[src/rtl/tray_controller.sv]
// tray_controller: frame-synchronous tray motion controller for the catch game.
// Decodes the latest keycode into left/right moves, accelerates once per frame,
// clamps at the walls and publishes the tray position and catch window.
//
// Ports:
//   Clk           in   1  system clock
//   Reset         in   1  synchronous active-high reset
//   frame_clk     in   1  frame strobe level; its rising edge is a frame tick
//   keycode       in   8  current keycode, sampled on frame ticks only
//   tray_position out 10  tray left edge in pixels
//   tray_min      out 10  same as tray_position
//   tray_max      out 10  tray_position + TRAY_WIDTH - 1
//   speed         out  4  current per-frame step, 0..STEP_MAX
//   wall_hit      out  1  one-cycle pulse when a move was clamped
module tray_controller #(
   parameter int unsigned TRAY_WIDTH = 64,
   parameter int unsigned X_MIN      = 0,
   parameter int unsigned X_MAX      = 639,
   parameter int unsigned START_X    = 288,
   parameter int unsigned STEP_MAX   = 8,
   parameter logic [7:0]  KEY_LEFT   = 8'h04,
   parameter logic [7:0]  KEY_RIGHT  = 8'h07
) (
   input  logic       Clk,
   input  logic       Reset,
   input  logic       frame_clk,
   input  logic [7:0] keycode,
   output logic [9:0] tray_position,
   output logic [9:0] tray_min,
   output logic [9:0] tray_max,
   output logic [3:0] speed,
   output logic       wall_hit
);

   localparam int unsigned X_RIGHT = X_MAX - TRAY_WIDTH + 1;
   localparam logic signed [10:0] LIM_LO = 11'(X_MIN);
   localparam logic signed [10:0] LIM_HI = 11'(X_RIGHT);
   localparam logic [3:0] SPEED_CAP = 4'(STEP_MAX);

   typedef enum logic [1:0] {IDLE, MOVE_L, MOVE_R} state_t;

   state_t state;
   logic   frame_q;
   logic   tick;
   logic   req_l;
   logic   req_r;
   logic [3:0]         speed_new;
   logic signed [10:0] pos_s;
   logic signed [10:0] step_s;
   logic signed [10:0] cand;
   logic signed [10:0] clamped;
   logic [9:0]         new_pos;
   logic               hit;

   assign tick  = frame_clk & ~frame_q;
   assign req_l = (keycode == KEY_LEFT);
   assign req_r = (keycode == KEY_RIGHT) & ~req_l;

   // Next step size, candidate position (signed, so no wrap) and wall clamp.
   always_comb begin
      speed_new = 4'd0;
      if (req_l) begin
         if (state == MOVE_L)
            speed_new = (speed < SPEED_CAP) ? speed + 4'd1 : SPEED_CAP;
         else
            speed_new = 4'd1;
      end else if (req_r) begin
         if (state == MOVE_R)
            speed_new = (speed < SPEED_CAP) ? speed + 4'd1 : SPEED_CAP;
         else
            speed_new = 4'd1;
      end

      pos_s  = signed'({1'b0, tray_position});
      step_s = signed'({7'b0, speed_new});
      cand   = req_l ? (pos_s - step_s) : (pos_s + step_s);

      if (cand < LIM_LO)
         clamped = LIM_LO;
      else if (cand > LIM_HI)
         clamped = LIM_HI;
      else
         clamped = cand;

      // A tray already parked at the wall still yields an out-of-range
      // candidate (step >= 1), so this also covers pushing into the wall.
      hit     = (req_l | req_r) & (clamped != cand);
      new_pos = 10'(clamped);
   end

   // State machine and registered outputs; updates only on frame ticks.
   always_ff @(posedge Clk) begin
      if (Reset) begin
         state         <= IDLE;
         frame_q       <= 1'b0;
         tray_position <= 10'(START_X);
         tray_min      <= 10'(START_X);
         tray_max      <= 10'(START_X + TRAY_WIDTH - 1);
         speed         <= 4'd0;
         wall_hit      <= 1'b0;
      end else begin
         frame_q  <= frame_clk;
         wall_hit <= 1'b0;
         if (tick) begin
            if (!req_l && !req_r) begin
               state <= IDLE;
               speed <= 4'd0;
            end else begin
               state         <= req_l ? MOVE_L : MOVE_R;
               tray_position <= new_pos;
               tray_min      <= new_pos;
               tray_max      <= new_pos + 10'(TRAY_WIDTH - 1);
               speed         <= hit ? 4'd1 : speed_new;
               wall_hit      <= hit;
            end
         end
      end
   end

endmodule

[config.mk]
export PLATFORM = sky130hd
export DESIGN_NAME = tray_controller
export DESIGN_NICKNAME = d
export VERILOG_FILES = /design/src/rtl/tray_controller.sv
export SDC_FILE = /design/constraint.sdc
export NUM_CORES = 1
export LEC_CHECK = 0
export ABC_AREA = 1
export BUFFER_PORTS_ARGS = -buffer_cell sky130_fd_sc_hd__buf_2
export CORE_ASPECT_RATIO = 1.75
export CORE_MARGIN = 2
export CORE_UTILIZATION = 45
export DETAILED_ROUTE_END_ITERATION = 16
export PLACE_DENSITY_LB_ADDON = 0.1
export SYNTH_ARGS = -nofsm -noshare
export SYNTH_HDL_FRONTEND = slang
export SYNTH_SLANG_ARGS = --single-unit
[constraint.sdc]
create_clock -name Clk -period 8.2 [get_ports Clk]
set_clock_uncertainty 0.2 [all_clocks]
set_input_delay 1.23 -clock Clk [delete_from_list [all_inputs] [get_ports Clk]]
set_output_delay 1.23 -clock Clk [all_outputs]
set_load 0.03 [all_outputs]
==> results.cfg <==
[setup_path]
cp.required_ps = 8170
worstSetupPathType = in2reg
cp-end-kind = register
crit_slowest_cell = ha_1
slowest_delay_ps = 320
crit_top_cell = nand2_1
worst-path-max-fanout = 11
cp_data_arrival_time_ps = 5170
startpoint_type = input port

[timing]
timing.fmax_mhz = 192
final.min_clock_period_ps = 5200
finalCritPeriodShare = 0.634
setup_viol = 0
maxSlewViolCount = 0
final_hold_viol_count = 0
timing.slew.headroom = 0.462
setup_ws_ps = 3000
rsz0062_at_grt = false
worstMarginPinSlew_ps = 805
fin_setup_tns_ps = 0

[worst_hold_path]
hp-class = reg2reg

[yosys]
syn-num-nets = 380
synthArstFlopShare = 0
yosysSeqAreaShare = 0.242
ys_ff_latch = 28
avgSynthCellArea_sq_um = 6.55
synthCells = 354
synth_most_common_cell = nand2_1
yosysTopAreaCellShare = 0.242
synth_warnings = 0
synth_area_leaders = dfxtp_1, nand2_1, inv_1
synth_top_flop_cell = dfxtp_1
synth_top_cell_by_area = dfxtp_1
ys_top_cells_by_count = nand2_1, inv_1, dfxtp_1
netlist_area_sq_um = 2320
synth_edf_count = 0
synth_cell_types = 38

[clocking]
post_cts_resized = 0
cts_inserted_buffers = 3
root_buffer = clkbuf_8
clockBufferDepth = 2
cts_num_sinks = 28
tritoncts = yes
hold_buffers = 0
post-cts-setup-buffer-count = 0
htree_levels = 1
clkLatencyLatePin_ps = 280
cts.clk_slew.worst_paths_ps = 100

[floorplan]
core_area_sq_um = 4980
row_count = 34
ioPinCount = 46
dieArea_sq_um = 5770
initial_core_util = 0.466
die_w_microns = 58.3
die_y_microns = 99.0

[detailed_routing]
drt_first_pass_iters = 4
drt_wl_total_mm = 5.87
drt_iter0_markers = 62
post_drt_via_cell_ratio = 5.24
wl_per_cell_microns = 13.4
detail-route-antenna-nets = 0
drc = 0
via_count = 2293

[status]
status = complete, no violations

[layout]
antenna_cells = 0
synthToLayoutAreaGrowth_pct = 9.49
multiInputGateArea_sq_um = 1470
nNetsFinal = 412
drive_above_1_share = 0.227
num-fill-cells = 563
ff_latch_area_sq_um = 561

[placed_design]
io_buffers = 45
place_hpwl_mm = 4.63
routabilityCongestion = 0.876
post-place-ws_ps = 2700

[pwr]
peakVddDrop_uv = 105
leakage_nw = 1.37
p_per_area_nw_per_um2 = 95.3

[global_routing]
grt_pass1_wl_mm = 9.72
grt_overflow_total = 0
grt_use_total = 0.214
grt_max_degree = 23
grt_pass1_vias = 2124
grt_antenna_before_repair = 0

[flow_run]
max_cap_violations = 0
cell families after synthesis:
| kind of cell | after synthesis | share of synthesized area |
|---|---|---|
| simple gates | 191 | 0.404 |
| compound gates | 53 | 0.140 |
| fa+ha+maj | 15 | 0.0841 |
| flops | 28 | 0.242 |
| buf+inv | 66 | 0.127 |
| xor+xnor | 1 | 0.00378 |
critical path: cells and delay by family:
family	cells	cell delay, ps
buffers and inverters	3	260
AO/OA/AOI/OAI	3	420
adder cells (fa/ha/maj)	3	880
AND/OR/NAND/NOR	20	2380
per-stage QoR:
stage	cell area [sq um]	hold WS [ps]	cells	utilization	power, mW
floorplan	2320	259	354	-	0.160
CTS	2540	268	438	0.510	0.246
detailed placement	2500	244	435	0.502	0.168
finish	2540	263	438	0.510	0.242
global placement	2500	234	435	0.502	0.168
global route	2540	302	438	0.510	0.254
routing by layer:
metal / share of wire / wire, microns / global-route usage
met1: 0.40 / 2360 / 0.237
met2: 0.54 / 3170 / 0.399
met3: 0.033 / 195 / 0.0223
met4: 0.025 / 146 / 0.0841
met5: 0 / 0 / 0
layout by cell type (no fill, tap or decap), types with 7 or more instances in the layout:
cell,n
buf_2,45
nor2_2,8
ha_1,14
nand3_2,7
inv_1,47
nor2_1,27
nand2_1,94
nand2_2,8
nand3_1,25
dfxtp_1,28
o21ai_0,8
a21oi_1,27
sequential cells by signal, summed over array words and instances, names as in the netlist:
name	count
speed	4
state	2
tray_min	10
wall_hit	1
frame_q	1
tray_max	10
worst paths after layout:
kind | start | to | slack, ps | depth (start not counted)
setup reg to reg | state[1] | tray_max[8] | 3730 | 27
hold / removal | tray_max[0] | tray_max[0] | 260 | 2
setup / recovery | keycode[7] | tray_max[8] | 3000 | 29
hold reg to reg | tray_max[0] | tray_max[0] | 260 | 2
power breakdown:
part	leakage (nW)	internal (mW)	switching [mW]	total, mW
combinational	1.12	0.00892	0.0188	0.0277
clock	0.0216	0.0331	0.0445	0.0776
sequential	0.226	0.136	0.000312	0.137
cell type report:
type,count,share of cell area
Clock buffer,3,0.0163
Inverter,48,0.0709
Multi-Input combinational cell,260,0.577
Sequential cell,28,0.221
Tap cell,54,0.0266
Timing Repair Buffer,45,0.0887
Note: power is estimated with default switching activity, not from simulation.
